<file path="config.mk">
export PLATFORM = sky130hd
export DESIGN_NAME = fetch_byte_queue
export DESIGN_NICKNAME = d
export VERILOG_FILES = /design/src/rtl/fetch_byte_queue.sv
export SDC_FILE = /design/constraint.sdc
export NUM_CORES = 1
export LEC_CHECK = 0
export CORE_MARGIN = 4
export CORE_UTILIZATION = 45
export DETAILED_ROUTE_END_ITERATION = 12
export PLACE_DENSITY_LB_ADDON = 0.1
export SLEW_MARGIN = 20
export SYNTH_ARGS = -nofsm -noshare
export SYNTH_HDL_FRONTEND = slang
export SYNTH_SLANG_ARGS = --single-unit
</file>
<file path="constraint.sdc">
create_clock -name clk -period 13.9 [get_ports clk]
set_clock_uncertainty 0.2 [all_clocks]
set_input_delay 2.78 -clock clk [delete_from_list [all_inputs] [get_ports clk]]
set_output_delay 2.78 -clock clk [all_outputs]
set_load 0.005 [all_outputs]
</file>
<file path="src/rtl/fetch_byte_queue.sv">
// fetch_byte_queue
// Fetch stage byte queue between instruction memory and decode. Each cycle
// one instruction byte (selected from the returned 64-bit word by the low
// address bits) may be pushed into a circular byte queue. Decode sees a
// window of up to WIN_BYTES bytes starting at the oldest byte and retires
// bytes from the head with de_consume.
//
// Handshake: a byte is offered when fet_valid=1 and is accepted unless
// flush=1 or the queue is full with nothing popped that cycle (then it is
// dropped and fet_overflow latches). Decode retires
// n = min(de_consume, fet_win_cnt) bytes per cycle; stall_pc asks the PC
// logic to stop issuing while in-flight bytes could still overfill the queue.
//
// Ports:
//   clk, rstn        clock, asynchronous active-low reset
//   mem_data         word fetched LOAD_LATENCY cycles earlier
//   pc_to_fet        byte address of the byte carried in mem_data
//   fet_valid        new byte present this cycle
//   flush            discard all buffered bytes (highest priority)
//   de_consume       bytes decode retires this cycle
//   fet_win          window, byte k at [8k+7:8k], byte 0 = oldest
//   fet_win_cnt      valid bytes in window
//   fet_win_pc       byte address of window byte 0
//   stall_pc         back-pressure to PC logic
//   fet_overflow     sticky: byte arrived while queue was full
//
// Optional feature: define FETCH_BYTE_QUEUE_STATS_EN to add the
// stat_stall_cyc and stat_flush_bytes saturating counters.

`ifndef DATA_W
`define DATA_W 64
`endif
`ifndef ADDR_W
`define ADDR_W 32
`endif

module fetch_byte_queue #(
  parameter int LOAD_LATENCY = 1,
  parameter int QUEUE_DEPTH  = 16,
  parameter int WIN_BYTES    = 15
) (
  input  logic                   clk,
  input  logic                   rstn,
  input  logic [`DATA_W-1:0]     mem_data,
  input  logic [`ADDR_W-1:0]     pc_to_fet,
  input  logic                   fet_valid,
  input  logic                   flush,
  input  logic [3:0]             de_consume,
  output logic [8*WIN_BYTES-1:0] fet_win,
  output logic [3:0]             fet_win_cnt,
  output logic [`ADDR_W-1:0]     fet_win_pc,
  output logic                   stall_pc,
  output logic                   fet_overflow
`ifdef FETCH_BYTE_QUEUE_STATS_EN
  ,
  output logic [31:0]            stat_stall_cyc,
  output logic [31:0]            stat_flush_bytes
`endif
);

  localparam int PW = $clog2(QUEUE_DEPTH);
  localparam int CW = PW + 1;

  logic [7:0]    mem [QUEUE_DEPTH];
  logic [PW-1:0] rd_ptr;
  logic [PW-1:0] wr_ptr;
  logic [CW-1:0] count;

  logic [7:0]    push_byte;
  logic [3:0]    pop_n;
  logic          full;
  logic          push_ok;
  logic          push_drop;
  logic [CW-1:0] count_next;

  // Byte lane inside the 64-bit word is chosen by the low three address bits.
  assign push_byte = mem_data[{pc_to_fet[2:0], 3'b000} +: 8];

  assign fet_win_cnt = (count > CW'(WIN_BYTES)) ? 4'(WIN_BYTES) : 4'(count);
  // Over-requests from decode clamp to what the window actually holds.
  assign pop_n       = (de_consume < fet_win_cnt) ? de_consume : fet_win_cnt;
  assign full        = (count == CW'(QUEUE_DEPTH));
  // A push into a full queue still succeeds when a pop frees a slot.
  assign push_ok     = fet_valid && !flush && (!full || (pop_n != 4'd0));
  assign push_drop   = fet_valid && !flush && full && (pop_n == 4'd0);
  assign count_next  = count + CW'(push_ok) - CW'(pop_n);

  // Threshold leaves room for bytes already in flight from memory.
  assign stall_pc = (count >= CW'(QUEUE_DEPTH - LOAD_LATENCY - 1));

  always_comb begin
    fet_win = '0;
    for (int k = 0; k < WIN_BYTES; k++) begin
      if (CW'(k) < count) begin
        fet_win[8*k +: 8] = mem[rd_ptr + PW'(k)];
      end
    end
  end

  // Storage carries no reset; lanes beyond count are masked in the window.
  always_ff @(posedge clk) begin
    if (push_ok) begin
      mem[wr_ptr] <= push_byte;
    end
  end

  always_ff @(posedge clk or negedge rstn) begin
    if (!rstn) begin
      rd_ptr       <= '0;
      wr_ptr       <= '0;
      count        <= '0;
      fet_win_pc   <= '0;
      fet_overflow <= 1'b0;
    end else if (flush) begin
      // fet_win_pc is left alone; the next push into the empty queue reloads it.
      rd_ptr       <= '0;
      wr_ptr       <= '0;
      count        <= '0;
      fet_overflow <= 1'b0;
    end else begin
      rd_ptr <= rd_ptr + PW'(pop_n);
      wr_ptr <= wr_ptr + PW'(push_ok);
      count  <= count_next;
      if (push_ok && (count_next == CW'(1))) begin
        fet_win_pc <= pc_to_fet;
      end else begin
        fet_win_pc <= fet_win_pc + `ADDR_W'(pop_n);
      end
      if (push_drop) begin
        fet_overflow <= 1'b1;
      end
    end
  end

`ifdef FETCH_BYTE_QUEUE_STATS_EN
  logic [32:0] flush_sum;
  assign flush_sum = {1'b0, stat_flush_bytes} + 33'(count);

  always_ff @(posedge clk or negedge rstn) begin
    if (!rstn) begin
      stat_stall_cyc   <= '0;
      stat_flush_bytes <= '0;
    end else begin
      if (stall_pc && (stat_stall_cyc != '1)) begin
        stat_stall_cyc <= stat_stall_cyc + 32'd1;
      end
      if (flush) begin
        stat_flush_bytes <= flush_sum[32] ? '1 : flush_sum[31:0];
      end
    end
  end
`endif

endmodule

</file>
After elaboration in Yosys (flattened, before gate mapping)
Memories as Yosys holds them, arrays and structs flattened.
Cells that the tools add are included.
- add/subtract/negate cells: 19
- order comparisons: 18
- equality and inequality tests: 2
- shift operators: 1
- muxes and demuxes: 25
- reductions and logical operators: 11
- operator list (operator ; number):
    $mux W8 ; 15
    $shiftx A64 B7 Y8 ; 1
    $lt A4 B5 Y1 const A ; 7
    $add A32 B4 Y32 ; 1
    $mux W32 ; 1
    $add A4 B4 Y4 const B ; 7
    $lt A3 B5 Y1 const A ; 4
    $add A4 B3 Y4 const B ; 4
    $mux W4 ; 4
    $lt A1 B5 Y1 const A ; 2
    $lt A2 B5 Y1 const A ; 2
    $add A4 B2 Y4 const B ; 2
    $add A5 B1 Y5 ; 1
    $eq A5 B1 Y1 const B ; 1
    $eq A5 B5 Y1 const B ; 1
    $ge A5 B4 Y1 const B ; 1
    $gt A5 B4 Y1 const B ; 1
    $logic_and A1 B1 Y1 ; 5
    $mux W5 ; 1
    $sub A5 B4 Y5 ; 1
    $add A4 B1 Y4 ; 1
    $add A4 B1 Y4 const B ; 1
    $add A4 B4 Y4 ; 1
    $logic_not A4 Y1 ; 1
    other kinds (6) ; 10
- bits in registers: 46
- memory bits (writable): 128
- input bits: 104
- output and inout port bits: 158
- logic and storage cells: 82
- memories kept: 1
- memories (memory ; depth ; width ; read ports ; clocked after memory_dff ; wr ports ; RTL line ; source):
    mem ; 16 ; 8 ; 15 ; 0 ; 1 ; 64 ; logic [7:0] mem [QUEUE_DEPTH];

Depth between registers and ports, before layout
- word-level depth: 12
- depth in mapped cells: 19
- gate-level depth less buffers: 16

Least setup slack after synthesis
Ideal clock, no wire load.
- path type: input -> register
- from: input port de_consume[3]
- to: register fet_win_pc[7]
- setup time: 0.126 ns
- arrival: 6.526 ns
- required time: 13.574 ns
- slack: 7.048 ns
- cell stages on the path: 15
- path buffers: 1
- cells stage by stage: ha_1 or4b_1 or4_4 o21ai_0 ha_1 inv_1 ha_1 fa_1 a21o_1 a21oi_1 xnor2_1 or3_4 buf_6 a21o_1 a221o_1
- cells in the longest elaborated chain, start to end: 10
- elaborated cells on any way between the ends: 11
- classes of those cells: add/sub: 3; order compare: 1; eq/ne: 1; mux: 2; reduce/logical: 4
- RTL lines (item ; RTL line ; source):
    start, declared ; 48 ; input logic [3:0] de_consume,
    $lt A4 B4 Y1 ; 81 ; assign pop_n = (de_consume < fet_win_cnt) ? de_consume : fet_win_cnt;
    $mux W4 * ; 81 ;
    $reduce_bool A4 Y1 ; 84 ; assign push_ok = fet_valid && !flush && (!full || (pop_n != 4'd0));
    $logic_or A1 B1 Y1 ; 84 ;
    $logic_and A1 B1 Y1 ; 84 ;
    $add A5 B1 Y5 ; 86 ; assign count_next = count + CW'(push_ok) - CW'(pop_n);
    $sub A5 B4 Y5 ; 86 ;
    $eq A5 B1 Y1 ; 124 ; if (push_ok && (count_next == CW'(1))) begin
    $logic_and A1 B1 Y1 ; 124 ;
    $mux W32 * ; 124 ;
    end signal, assigned ; 125 ; fet_win_pc <= pc_to_fet;
    end signal, assigned ; 127 ; fet_win_pc <= fet_win_pc + `ADDR_W'(pop_n);
    end, declared ; 51 ; output logic [`ADDR_W-1:0] fet_win_pc,
Mark *: on every way between the ends. The rest lies on a longest branch, timed or not.
A chain may end at the register's enable or synchronous reset.

Final worst setup path
- from: register rd_ptr[1]
- to: output port fet_win[56]
- cells in the longest elaborated chain, start to end: 3
- RTL lines (item ; RTL line ; source):
    start, declared ; 65 ; logic [PW-1:0] rd_ptr;
    start signal, assigned ; 121 ; rd_ptr <= rd_ptr + PW'(pop_n);
    $add A4 B3 Y4 ; 95 ; fet_win[8*k +: 8] = mem[rd_ptr + PW'(k)];
    $mem_v2 Z16 W8 ; - ;
    $mux W8 ; 94 ; if (CW'(k) < count) begin
    end, declared ; 49 ; output logic [8*WIN_BYTES-1:0] fet_win,
No other way between the ends.

==> reports/metrics.yaml <==
run_status:
  status: "complete, no violations"
worst_setup_path:
  crit_type: "reg -> out"
  path_delay_family: "buffers and inverters"
  cp-end-kind: "output port"
  r2r_setup_slack_ns: 7.99
  crit_arrival_ns: 4.92
  cp_max_fo: 70
  critical-path-max-stage-delay_ns: 0.72
  startpoint_type: "flop"
  required_ns: 10.92
  path_cells: "buf_4 > inv_1 > ha_4 > buf_4 > mux4_2 > mux4_2 > and2_1 > clkdlybuf4s50_1"
  cpMaxStageDelayCell: "buf_4"
  crit_buf_inv: 4
placed_design:
  placed_area_um2: 17120
  routabilityCongestion: 0.8612
  dpl.hpwl_um: 35040
  io_buffers: 261
clock_tree:
  cts-root-buf: "clkbuf_16"
  htree_levels: 4
  cts_tree: "done"
  clk_pin_slew_worst_paths_ns: 0.07
  ctsHoldBuffers: 0
  clk_latency_ns: 0.44
  numCtsBuffers: 17
  cts-resized-gates: 0
  cts_setup_buffers: 0
  clock_sinks: 174
  cts_buffer_depth: 2
floorplanning:
  rows: 64
  initial_core_util_pct: 46.01
  core_um2: 30830
  io_pins: 262
  dieArea_um2: 34430
  die_h_um: 185.5
  die_w_um: 185.5
detailed_routing:
  first_pass_iters: 7
  wire_per_inst_um: 27.30
  wl_um: 45920
  postRouteAntennaNets: 0
  drtIter0Drc: 1393
  vias: 11200
  viasPerCell: 6.660
  drc_errors: 0
run:
  drv_cap: 0
synthesis:
  ys.warnings.count: 0
  synth.avg_cell_area_um2: 13.37
  synth_top_area_cell: "mux4_2"
  synthSimpleGateAreaFrac_pct: 11.23
  netlist.area_leader.share_pct: 33.50
  async_flop_share_pct: 26.44
  synth_fa_ha_area_share_pct: 2.787
  muxShareOfSynthArea_pct: 38.70
  synthXorXnorAreaFrac_pct: 1.605
  synth_edf_count: 128
  syn_nets: 1194
  ys_types: 64
  synth_area_um2: 14180
  yosys-top-cells-area: "mux4_2 (34%), edfxtp_1 (27%), dfrtp_1 (8.1%), a211oi_1 (2.6%), nor2b_1 (2.6%)"
  synth_top_family_by_area: "multiplexers"
  yosys_register_bits: 174
  synth_compound_area_share_pct: 7.321
  ys.flop_type: "edfxtp_1"
  synth_cells: 1061
  ys_seq_area_share_pct: 35.21
timing:
  drv_slew: 0
  setup_viol: 0
  timing.fmax_mhz: 126.6
  finalHoldViolations: 0
  slew_headroom_pct: 21.72
  rsz0062_at_grt: "no"
  worst_pin_slew_ns: 1.170
  fin_crit_ns: 7.897
  finalCritPeriodShare_pct: 56.81
  final.setup.tns_ns: 0
cells_and_area:
  syn2layout_area_growth_pct: 25.67
  seqCellArea_um2: 5001
  finalNetCount: 1407
  multi_input_area_um2: 8857
  n_antenna_cell: 0
  num-fill-cells: 2466
  layout-drive-gt1-share_pct: 25.12
  final_area_um2: 17830
global_routing:
  antenna_found_initial: 0
  globalRouteOverflowTotal: 0
  grtUsageTotal_pct: 26.34
  grt_pass1_vias: 10490
  grt_max_degree: 71
  grt_pass1_wl_um: 66620
hold_path:
  hp-class: "reg -> reg"
power_and_ir_drop:
  ir_drop_v: 0.0001225
  power_mw: 4.363
  power_density_nw_per_um2: 244.8
  p_leak_nw: 6.032
-- cell families (layout without fill, tap and decap cells) --
group / count (synthesis) / count (layout)
AND/OR/NAND/NOR: 311 / 311
AO/OA/AOI/OAI: 143 / 143
adder cells (fa/ha/maj): 30 / 30
multiplexers: 273 / 273
flip-flops: 174 / 174
XOR/XNOR: 26 / 26
buffers and inverters: 104 / 329
-- final cells by class --
type | count | area share, %
multi-input combinational | 783 | 49.69
tap | 396 | 2.780
inverter | 21 | 0.4422
timing repair buffer | 277 | 15.26
clock inverter | 12 | 1.348
sequential | 174 | 28.06
clock buffer | 19 | 2.429
-- per-stage QoR --
| step | hold slack [ns] | util (%) | std cells | worst slack, ns |
|---|---|---|---|---|
| final | 0.3055 | 57.82 | 1682 | 6.003 |
| after global routing | 0.3619 | 57.82 | 1682 | 5.729 |
| after CTS | 0.3108 | 57.70 | 1682 | 5.944 |
| after detailed placement | 0.2950 | 55.52 | 1651 | 5.830 |
| after global placement | 0.2844 | 55.52 | 1651 | 5.912 |
| after floorplan | 0.2859 | - | 1061 | 7.048 |
-- power breakdown --
part | internal [mW] | switching, mW | total (mW)
combinational | 1.66 | 1.42 | 3.08
sequential | 0.616 | 0.112 | 0.728
clock | 0.354 | 0.200 | 0.554
-- state kept, by name, indices dropped and copies added (netlist names) --
name / flops
wr_ptr: 4
count: 5
rd_ptr: 4
fet_win_pc: 32
fet_overflow: 1
mem: 128
-- synth_stat cells, types with 10 or more instances --
cell	count
mux4_2	211
edfxtp_1	128
nor2_1	77
nor2b_1	58
nand2_1	57
a211oi_1	50
clkbuf_1	46
dfrtp_1	46
and2_1	29
mux2i_1	29
mux2_2	28
ha_1	26
a21oi_1	22
nand3_1	20
inv_1	19
buf_1	18
nor3_1	17
xnor2_1	17
buf_2	14
a21o_1	13
nor4_1	12
o21ai_0	12
a221o_1	10
nand4_1	10
-- worst min-delay path, cell delays in order (launching register included) --
cell	delay (ns)
dfrtp_1	0.35
a21oi_1	0.04
nor2_1	0.07
-- cells in the final DEF, fill, tap and decap left out, types with 4 or more instances in the layout --
cell	count
and3_1	7
inv_1	19
nand3_1	20
nand4_1	10
and2_1	29
edfxtp_1	128
or2_2	6
a21oi_1	22
xnor2_1	14
buf_4	17
mux2i_1	29
clkdlybuf4s50_1	258
o21ai_0	12
clkbuf_16	17
ha_1	25
nor4_1	12
nor2_2	4
nand2_1	57
a31oi_1	7
nor2b_1	58
nor2_1	73
nor3_2	5
mux4_2	211
mux2_2	28
o21ai_1	5
bufinv_16	7
dfrtp_1	43
a21o_1	13
mux4_1	5
nor3_1	12
a221o_1	10
a22oi_1	5
a211oi_1	50
xor2_1	6
-- path summary, 6_finish.rpt --
path | cells past startpoint | from | to
worst max-delay path | 8 | rd_ptr[1] | fet_win[56]
min in group asynchronous | 1 | rstn | fet_overflow
worst min-delay path | 2 | fet_overflow | fet_overflow
worst max register to register | 15 | count[4] | fet_win_pc[11]
worst min register to register | 2 | fet_overflow | fet_overflow
max in group asynchronous | 1 | rstn | rd_ptr[0]
-- routing by layer --
| metal | GRT usage [%] | routed length [µm] | vias up |
|---|---|---|---|
| met5 | 0 | 0 | - |
| met4 | 7.112 | 1222 | 0 |
| met3 | 5.335 | 4719 | 71 |
| met2 | 43.35 | 22210 | 693 |
| met1 | 36.15 | 17760 | 5671 |
| li1 | - | - | 4767 |
(Power assumes the default switching activity.)
